`config.mk`:
```
export PLATFORM = sky130hd
export DESIGN_NAME = mac_sched
export DESIGN_NICKNAME = d
export VERILOG_FILES = /design/src/rtl/mac_sched.sv
export SDC_FILE = /design/constraint.sdc
export NUM_CORES = 2
export LEC_CHECK = 0
export CORE_UTILIZATION = 50
export CTS_BUF_LIST = sky130_fd_sc_hd__clkbuf_4 sky130_fd_sc_hd__clkbuf_8 sky130_fd_sc_hd__clkbuf_16
export DETAILED_ROUTE_END_ITERATION = 12
export PLACE_DENSITY = 0.72
export SYNTH_ARGS = -nofsm -noshare
export SYNTH_HDL_FRONTEND = slang
export SYNTH_SLANG_ARGS = --single-unit
```
`constraint.sdc`:
```
create_clock -name clk_i -period 9.4 [get_ports clk_i]
set_input_delay 1.88 -clock clk_i [delete_from_list [all_inputs] [get_ports clk_i]]
set_output_delay 1.88 -clock clk_i [all_outputs]
set_load 0.05 [all_outputs]
```
`src/rtl/mac_sched.sv`:
```
// mac_sched: round-robin front end for two requesters that sequences one shared
// 3x3 matrix MAC through one or two passes per command and returns the result.

package mac_sched_pkg;
    typedef enum logic [1:0] {
        MADD = 2'b00,
        MSUB = 2'b01,
        MMUL = 2'b10
    } mac_op_t;
endpackage

module mac #(
    parameter int DATA_WIDTH = 72,
    parameter int MAT_SIZE   = 3,
    parameter int VAR_WIDTH  = 8
) (
    input  logic [1:0]            op_i,
    input  logic [DATA_WIDTH-1:0] a_i,
    input  logic [DATA_WIDTH-1:0] b_i,
    output logic [DATA_WIDTH-1:0] y_o
);
    import mac_sched_pkg::*;

    localparam int NUM_EL = MAT_SIZE * MAT_SIZE;

    // Element [0][0] sits in the MSBs, row-major towards the LSBs.
    function automatic logic [VAR_WIDTH-1:0] elem(input logic [DATA_WIDTH-1:0] m,
                                                   input int r, input int c);
        return m[(NUM_EL - 1 - (r * MAT_SIZE + c)) * VAR_WIDTH +: VAR_WIDTH];
    endfunction

    logic [VAR_WIDTH-1:0] acc_s;

    // Element-wise add/sub or row-by-column product, everything modulo 2^VAR_WIDTH.
    always_comb begin
        y_o   = '0;
        acc_s = '0;
        for (int i = 0; i < MAT_SIZE; i++) begin
            for (int j = 0; j < MAT_SIZE; j++) begin
                acc_s = '0;
                case (op_i)
                    MADD: acc_s = elem(a_i, i, j) + elem(b_i, i, j);
                    MSUB: acc_s = elem(a_i, i, j) - elem(b_i, i, j);
                    MMUL: begin
                        for (int k = 0; k < MAT_SIZE; k++) begin
                            acc_s = acc_s + elem(a_i, i, k) * elem(b_i, k, j);
                        end
                    end
                    default: acc_s = '0;
                endcase
                y_o[(NUM_EL - 1 - (i * MAT_SIZE + j)) * VAR_WIDTH +: VAR_WIDTH] = acc_s;
            end
        end
    end
endmodule

module mac_sched #(
    parameter int DATA_WIDTH = 72,
    parameter int MAT_SIZE   = 3,
    parameter int VAR_WIDTH  = 8
) (
    input  logic                  clk_i,
    input  logic                  rst_ni,
    input  logic                  req0_valid_i,
    output logic                  req0_ready_o,
    input  logic [2:0]            req0_op_i,
    input  logic [DATA_WIDTH-1:0] req0_a_i,
    input  logic [DATA_WIDTH-1:0] req0_b_i,
    input  logic [DATA_WIDTH-1:0] req0_c_i,
    input  logic                  req1_valid_i,
    output logic                  req1_ready_o,
    input  logic [2:0]            req1_op_i,
    input  logic [DATA_WIDTH-1:0] req1_a_i,
    input  logic [DATA_WIDTH-1:0] req1_b_i,
    input  logic [DATA_WIDTH-1:0] req1_c_i,
    output logic                  rsp_valid_o,
    input  logic                  rsp_ready_i,
    output logic                  rsp_id_o,
    output logic [DATA_WIDTH-1:0] rsp_data_o,
    output logic                  rsp_err_o,
    output logic                  busy_o
);
    import mac_sched_pkg::*;

    typedef enum logic [1:0] {
        S_IDLE  = 2'b00,
        S_PASS1 = 2'b01,
        S_PASS2 = 2'b10,
        S_RESP  = 2'b11
    } state_t;

    localparam logic [2:0] OP_ADD    = 3'b000;
    localparam logic [2:0] OP_SUB    = 3'b001;
    localparam logic [2:0] OP_MUL    = 3'b010;
    localparam logic [2:0] OP_MULADD = 3'b011;
    localparam logic [2:0] OP_MULSUB = 3'b100;
    localparam logic [2:0] OP_SQUARE = 3'b101;

    state_t                state_q, state_d;
    logic                  last_grant_q, last_grant_d;
    logic                  id_q, id_d;
    logic                  err_q, err_d;
    logic [2:0]            op_q, op_d;
    logic [DATA_WIDTH-1:0] a_q, a_d;
    logic [DATA_WIDTH-1:0] b_q, b_d;
    logic [DATA_WIDTH-1:0] c_q, c_d;
    logic [DATA_WIDTH-1:0] result_q, result_d;

    logic                  grant_s;
    logic                  idle_s;
    logic                  accept_s;
    logic [2:0]            sel_op_s;
    logic [DATA_WIDTH-1:0] sel_a_s;
    logic [DATA_WIDTH-1:0] sel_b_s;
    logic [DATA_WIDTH-1:0] sel_c_s;
    mac_op_t               mac_op_s;
    logic [DATA_WIDTH-1:0] mac_a_s;
    logic [DATA_WIDTH-1:0] mac_b_s;
    logic [DATA_WIDTH-1:0] mac_y_s;

    // Round-robin grant; ready is held low during reset even though state is IDLE.
    always_comb begin
        if (req0_valid_i && req1_valid_i) begin
            grant_s = ~last_grant_q;
        end else if (req0_valid_i) begin
            grant_s = 1'b0;
        end else if (req1_valid_i) begin
            grant_s = 1'b1;
        end else begin
            grant_s = ~last_grant_q;
        end
        idle_s       = (state_q == S_IDLE) && rst_ni;
        req0_ready_o = idle_s && !grant_s;
        req1_ready_o = idle_s && grant_s;
        accept_s     = (req0_valid_i && req0_ready_o) || (req1_valid_i && req1_ready_o);
        sel_op_s     = grant_s ? req1_op_i : req0_op_i;
        sel_a_s      = grant_s ? req1_a_i  : req0_a_i;
        sel_b_s      = grant_s ? req1_b_i  : req0_b_i;
        sel_c_s      = grant_s ? req1_c_i  : req0_c_i;
    end

    // MAC operand and operation selection for the current pass.
    always_comb begin
        mac_op_s = MADD;
        mac_a_s  = a_q;
        mac_b_s  = b_q;
        case (state_q)
            S_PASS1: begin
                case (op_q)
                    OP_ADD:    mac_op_s = MADD;
                    OP_SUB:    mac_op_s = MSUB;
                    OP_SQUARE: begin
                        mac_op_s = MMUL;
                        mac_b_s  = a_q;
                    end
                    default:   mac_op_s = MMUL;
                endcase
            end
            S_PASS2: begin
                mac_a_s  = result_q;
                mac_b_s  = c_q;
                mac_op_s = (op_q == OP_MULSUB) ? MSUB : MADD;
            end
            default: mac_op_s = MADD;
        endcase
    end

    mac #(
        .DATA_WIDTH (DATA_WIDTH),
        .MAT_SIZE   (MAT_SIZE),
        .VAR_WIDTH  (VAR_WIDTH)
    ) u_mac (
        .op_i (mac_op_s),
        .a_i  (mac_a_s),
        .b_i  (mac_b_s),
        .y_o  (mac_y_s)
    );

    // Sequencer next-state: capture in IDLE, one or two passes, hold in RESP.
    always_comb begin
        state_d      = state_q;
        last_grant_d = last_grant_q;
        id_d         = id_q;
        err_d        = err_q;
        op_d         = op_q;
        a_d          = a_q;
        b_d          = b_q;
        c_d          = c_q;
        result_d     = result_q;
        case (state_q)
            S_IDLE: begin
                if (accept_s) begin
                    last_grant_d = grant_s;
                    id_d         = grant_s;
                    op_d         = sel_op_s;
                    a_d          = sel_a_s;
                    b_d          = sel_b_s;
                    c_d          = sel_c_s;
                    err_d        = (sel_op_s > OP_SQUARE);
                    state_d      = (sel_op_s > OP_SQUARE) ? S_RESP : S_PASS1;
                end else begin
                    state_d = S_IDLE;
                end
            end
            S_PASS1: begin
                result_d = mac_y_s;
                if ((op_q == OP_MULADD) || (op_q == OP_MULSUB)) begin
                    state_d = S_PASS2;
                end else begin
                    state_d = S_RESP;
                end
            end
            S_PASS2: begin
                result_d = mac_y_s;
                state_d  = S_RESP;
            end
            S_RESP: begin
                if (rsp_ready_i) begin
                    state_d = S_IDLE;
                end else begin
                    state_d = S_RESP;
                end
            end
            default: state_d = S_IDLE;
        endcase
    end

    // State and datapath registers with synchronous active-low reset.
    always_ff @(posedge clk_i) begin
        if (!rst_ni) begin
            state_q      <= S_IDLE;
            last_grant_q <= 1'b1;
            id_q         <= 1'b0;
            err_q        <= 1'b0;
            op_q         <= 3'b000;
            a_q          <= '0;
            b_q          <= '0;
            c_q          <= '0;
            result_q     <= '0;
        end else begin
            state_q      <= state_d;
            last_grant_q <= last_grant_d;
            id_q         <= id_d;
            err_q        <= err_d;
            op_q         <= op_d;
            a_q          <= a_d;
            b_q          <= b_d;
            c_q          <= c_d;
            result_q     <= result_d;
        end
    end

    // An illegal opcode never loads the result register, so its data is forced to zero.
    assign rsp_valid_o = (state_q == S_RESP);
    assign busy_o      = (state_q != S_IDLE);
    assign rsp_id_o    = id_q;
    assign rsp_err_o   = err_q;
    assign rsp_data_o  = err_q ? {DATA_WIDTH{1'b0}} : result_q;

endmodule

```
Yosys cells after proc, flatten, opt, wreduce, memory -nomap -nowiden
Index checks and enable logic that the tools add are counted.

Bits of input ports: 443. Logic and storage cells: 126. Output and inout bits: 78. Flip-flop bits (word level): 296.

Mux-type cells: 28. $lt $le $gt $ge: 1. $mul: 27. Reductions and logical operators: 15. Add/sub/neg operators: 36. Bitwise logic cells: 1. Eq/ne operators: 9.

Operator list (number): two-way mux 72 bit (6); adder 8 bit (27); multiplier 8 x 8 -> 8 bit (27); one-hot mux 8 bit (3 select lines) (9); one-hot mux 72 bit (2 select lines) (1); subtractor 8 bit (9); one-hot mux 2 bit (2 select lines) (2); one-hot mux 2 bit (4 select lines) (1); == test 2 bit, second input constant (3); == test 3 bit, second input constant (2); logical AND 1 bit (6); two-way mux 2 bit (3); two-way mux 1 bit (5); == test 2 x 1 -> 1 bit, second input constant (2); zero test 2 bit (2); == test 3 x 1 -> 1 bit, second input constant (1); == test 3 x 2 -> 1 bit, second input constant (1); > comparator 3 bit, second input constant (1); zero test 3 bit (1); two-way mux 3 bit (1); logical OR 1 bit (2); AND reduction 2 bit (1); nonzero test 2 bit (1); OR reduction 2 bit (1); 2 further kinds (2).

Longest topological paths before layout
Depth after elaboration: 10. Gate-level depth with buffers: 35. Gate-level depth less buffers: 30.

By module
From an unflattened synthesis, not the netlist that was laid out.

Cells, all modules: 5375. Area, all modules: 46012.9 sq um.

Modules (own cells, without submodules): mac (instances 1, sequential area each 0.0 sq um, area an instance 31163.6 sq um, cells each 3775); mac_sched (instances 1, sequential area each 5925.7 sq um, area an instance 14849.2 sq um, cells each 1600).

Least setup slack after synthesis
OpenSTA, ideal clock, no wires.

Path type: register -> register. From: register state_q[0]. To: register result_q[31]. Setup slack: 1.321 ns. Cell stages (with the launch flop): 31. Buffers on the path: 6. Library setup time: 0.132 ns. Data arrival time: 7.947 ns. Clock period less this slack: 8.079 ns. Data required time: 9.268 ns. Cells stage by stage: dfxtp_1 > inv_1 > ha_1 > buf_4 > buf_6 > buf_6 > buf_6 > buf_4 > mux2i_1 > clkbuf_1 > clkinv_1 > nand2_1 > fa_1 > fa_1 > fa_1 > inv_1 > fa_1 > fa_1 > fa_1 > inv_1 > fa_1 > inv_1 > ha_1 > a21o_1 > a21oi_1 > xnor3_1 > xnor3_1 > xnor3_1 > xnor3_1 > a22oi_1 > a21oi_1.

Cells in the longest elaborated chain, start to end: 6. Elaborated cells between the ends (all ways): 17. Classes of those cells: 4 x add/sub; 3 x mul; 4 x eq/ne; 4 x mux; 2 x reduce/logical.

RTL lines: start: declaration (line 99) `state_t state_q, state_d;`; start signal: assignment (line 241) `state_q <= state_d;`; == test 2 bit or == test 2 x 1 -> 1 bit (tied branches) (line 147, 190); one-hot mux 72 bit (2 select lines) or two-way mux 72 bit (tied branches) (line 147) `case (state_q)`; multiplier 8 x 8 -> 8 bit (line 46) `acc_s = acc_s + elem(a_i, i, k) * elem(b_i, k, j);`; adder 8 bit (2 in series) (line 46); one-hot mux 8 bit (3 select lines) (line 41) `case (op_i)`; end signal: assignment (line 249) `result_q <= result_d;`; end: declaration (line 107) `logic [DATA_WIDTH-1:0] result_q, result_d;`.

Several ways; a longest one is shown, not always the timed one. A chain may end at the register's enable or synchronous reset.

Worst setup path in the final report
From: register state_q[0]. To: register result_q[71].

Same word-level chain as after synthesis.

==> flow_metrics.py <==
metrics = {
    "run_status": {
        "status": "completed",
    },
    "floorplanning": {
        "fp.dieW_um": 303,
        "std_cell_rows": 110,
        "core_area_um2": 90000,
        "die_h_um": 303,
        "initial_utilization_pct": 50.4,
        "ios": 521,
        "dieArea_um2": 92000,
    },
    "final_layout": {
        "stdcell_count": 7099,
        "fin_nets": 7340,
        "final_area_um2": 53700,
        "drive_gt1_share_pct": 5.99,
        "area_growth_pct": 18.3,
    },
    "detailed_routing": {
        "ant_nets": 0,
        "drtIter0Drc": 5840,
        "vias": 43300,
        "drc": 0,
        "via_per_inst": 6.10,
        "first_pass_iters": 9,
        "finalWirelength_um": 216000,
        "wl_per_cell_um": 30.5,
    },
    "sta": {
        "tightest_slew_ns": 1.43,
        "finalSetupTns_ns": 0,
        "max_slew_margin_pct": 1.78,
        "final.setup_skew_ns": 0.0423,
        "timing.fmax_ghz": 0.111,
        "fin_ws_ns": 0.378,
        "finalCritPeriodShare_pct": 96.0,
        "finalSetupViolCount": 0,
        "hold_viol": 0,
        "period_needed_ns": 9.02,
        "rsz0062_at_grt": "false",
        "slew_violations": 0,
    },
    "setup_path": {
        "worst_setup_path_start_kind": "register",
        "end_kind": "register",
        "worst_ep_arrival_time_ns": 9.44,
        "crit_fanout": 26,
        "timing.rr.start": "state_q[0]$_SDFF_PN0_",
        "crit_slowest_cell": "nand2_1",
        "cp_common_cell": "fa_1",
        "reg2reg_depth": 28,
        "worstSetupPathType": "reg2reg",
        "crit_required_ns": 9.82,
        "rrSetupSlack_ns": 0.38,
        "r2r_end": "result_q[71]$_SDFFE_PN0N_",
        "cpPeakStageDelay_ns": 0.73,
    },
    "clock_network": {
        "cts_tree": "done",
        "ctsLongestPathBuffers": 3,
        "post_cts_buffers": 0,
        "h-tree-depth": 2,
        "cts_buffers": 35,
        "clk_pin_slew_ns": 0.06,
        "cts_root_buf": "clkbuf_16",
        "clock_sinks": 296,
        "holdBufCountCts": 0,
        "cts_resized": 0,
        "clk_latency_ns": 0.61,
    },
    "pwr": {
        "peakVddDrop_mv": 0.187,
        "power_frac_seq_pct": 11.9,
        "power.share.clock_pct": 8.0,
        "combinationalPowerShare_pct": 80.1,
        "switching_power_mw": 10.7,
        "p_leak_nw": 24.5,
        "powerDensity_nw_per_um2": 351,
        "power.total_mw": 18.9,
        "intPower_mw": 8.22,
        "switching_share_pct": 56.5,
    },
    "synth": {
        "synth-edff-count": 0,
        "synthDistinctLibCells": 59,
        "yosys.area_share.simple_pct": 15.1,
        "synth_top_area_share_pct": 21.0,
        "synth_top_family_by_area": "adder cells",
        "seq_area_frac_synth_pct": 13.1,
        "synth_flop_cell": "dfxtp_1",
        "syn-instance-count": 5444,
        "synthXorXnorAreaFrac_pct": 10.8,
        "ys_seq_elements": 296,
        "synth_async_sr_flop_share_pct": 0,
        "synth-compound-area-share_pct": 9.33,
        "synth_area_leaders": "fa_1 21%, ha_1 15%, dfxtp_1 13%, inv_1 6.3%, xnor2_1 6.2%",
        "synth_nets": 6894,
        "muxShareOfSynthArea_pct": 6.48,
        "synth-adder-area-share_pct": 35.7,
        "synth_area_um2": 45400,
        "syn_avg_cell_area_um2": 8.34,
        "yosys_warnings": 0,
        "synth_area_leader_cell": "fa_1",
    },
    "placement": {
        "pre_cts_ws_ns": 0.676,
        "placed_cell_area_um2": 52500,
        "hpwl_um": 174000,
        "place_inst": 7029,
        "io_buffers": 520,
        "finalWeightedCongestion": 1.13,
    },
    "grt": {
        "grt_use_total_pct": 46.6,
        "grt_pass1_vias": 42100,
        "grt-ovfl-total": 0,
        "antenna_found_initial": 19,
        "grt_max_degree": 280,
        "grt_pass1_wl_um": 300000,
    },
    "min_path": {
        "hold_class": "reg2reg",
        "hold-path-endpoint": "c_q[43]$_SDFFE_PN0P_",
        "whs_path_depth": 2,
        "min_from": "c_q[43]$_SDFFE_PN0P_",
    },
    "flow_run": {
        "max_cap_viol_count": 0,
    },
}
[power by group through the flow]
stage	sequential [mW]	clock [mW]	combinational [mW]
finish	2.25	1.51	15.1
global placement	2.22	0	14.2
detailed placement	2.22	0	14.4
CTS	2.20	1.52	14.5
global route	2.24	1.56	16.0
floorplan	1.85	0	9.48
[cells by family (layout without fill, tap and decap cells)]
logic type | count (synthesis) | in the layout
compound gates | 690 | 690
xor+xnor | 458 | 458
fa+ha+maj | 1008 | 1008
buf+inv | 1109 | 1579
flops | 296 | 296
mux | 291 | 291
other cells | 0 | 9
simple gates | 1592 | 1592
[cells in the mapped netlist, types with 34 or more instances]
library cell and count:
a21oi_1 177, a221oi_1 34, a32oi_1 62, and2_1 41
buf_1 39, clkbuf_1 237, dfxtp_1 296, fa_1 477
ha_1 530, inv_1 761, mux2i_1 270, nand2_1 391
nand3_1 289, nor2_1 689, nor2b_1 87, nor3_1 38
o21ai_0 278, xnor2_1 321, xnor3_1 63, xor2_1 73
[area by class of cell]
class                   count  area, um2
multi-input cells        4039      35200
repair buffers            736       6890
inverters                 782       2940
well taps                1176       1470
flip-flops and latches    296       5930
clock buffers              47        997
clock inverters            14        226
fillers                  8237      36300
diodes                      9       22.5
[registers in the layout (all words and copies together), names as in the netlist]
register,cells
a_q,72
b_q,72
c_q,72
last_grant_q,1
op_q,3
result_q,72
rsp_err_o,1
rsp_id_o,1
state_q,2
[cell usage in the layout, fill, tap and decap left out, types with 10 or more instances in the layout]
cell / instances
nand3_1: 289
o221ai_1: 10
inv_2: 14
nand2_1: 391
clkdlybuf4s50_1: 519
nor2_1: 686
and3_1: 14
a211oi_1: 14
ha_1: 528
a31oi_1: 22
a21oi_1: 177
xnor2_1: 321
buf_4: 211
a221oi_1: 34
a21boi_0: 20
nor3_1: 38
a32oi_1: 62
xnor3_1: 63
a21o_1: 26
nor2b_1: 87
dfxtp_1: 295
nand2b_1: 19
mux2_2: 20
xor2_1: 73
o21ai_0: 278
inv_1: 760
fa_1: 477
and2_1: 40
mux2i_1: 261
clkbuf_16: 35
[per-stage QoR]
step                util, %  hold WS, ns
finish                 59.7        0.480
global route           59.6        0.513
CTS                    59.6        0.479
detailed placement     58.3        0.467
global placement       58.3        0.458
floorplan                 -        0.436
[metal layers]
| metal | part of all wire (%) | vias to the layer above | GRT usage, % | wire length, um |
|---|---|---|---|---|
| met4 | 8.7 | 18 | 32.2 | 18700 |
| met1 | 37 | 20900 | 57.8 | 79800 |
| met3 | 14 | 865 | 17.3 | 29300 |
| met5 | 0.069 | - | 0.362 | 149 |
| li1 | - | 18500 | - | - |
| met2 | 41 | 3092 | 66.8 | 88200 |
[worst max path at each step]
| stage | cells after the start | endpoint | from |
|---|---|---|---|
| finish | 28 | result_q[71]$_SDFFE_PN0N_ | state_q[0]$_SDFF_PN0_ |
| global route | 28 | result_q[71]$_SDFFE_PN0N_ | state_q[0]$_SDFF_PN0_ |
| CTS | 24 | result_q[71]$_SDFFE_PN0N_ | state_q[0]$_SDFF_PN0_ |
| detailed placement | 24 | result_q[71]$_SDFFE_PN0N_ | state_q[0]$_SDFF_PN0_ |
| global placement | 24 | result_q[71]$_SDFFE_PN0N_ | state_q[0]$_SDFF_PN0_ |
| floorplan | 30 | result_q[31]$_SDFFE_PN0N_ | state_q[0]$_SDFF_PN0_ |
[worst max-delay path, delay by kind of cell (launching register included)]
kind                       cells  cell delay [ns]
AOI/OAI and AO/OA              5             0.92
adders and majority gates      9             3.85
xor gates and xnor gates       4             1.35
and+or+nand+nor                3             1.54
buffers and inverters          7             0.85
DFF                            1             0.34
(Power assumes the default switching activity.)
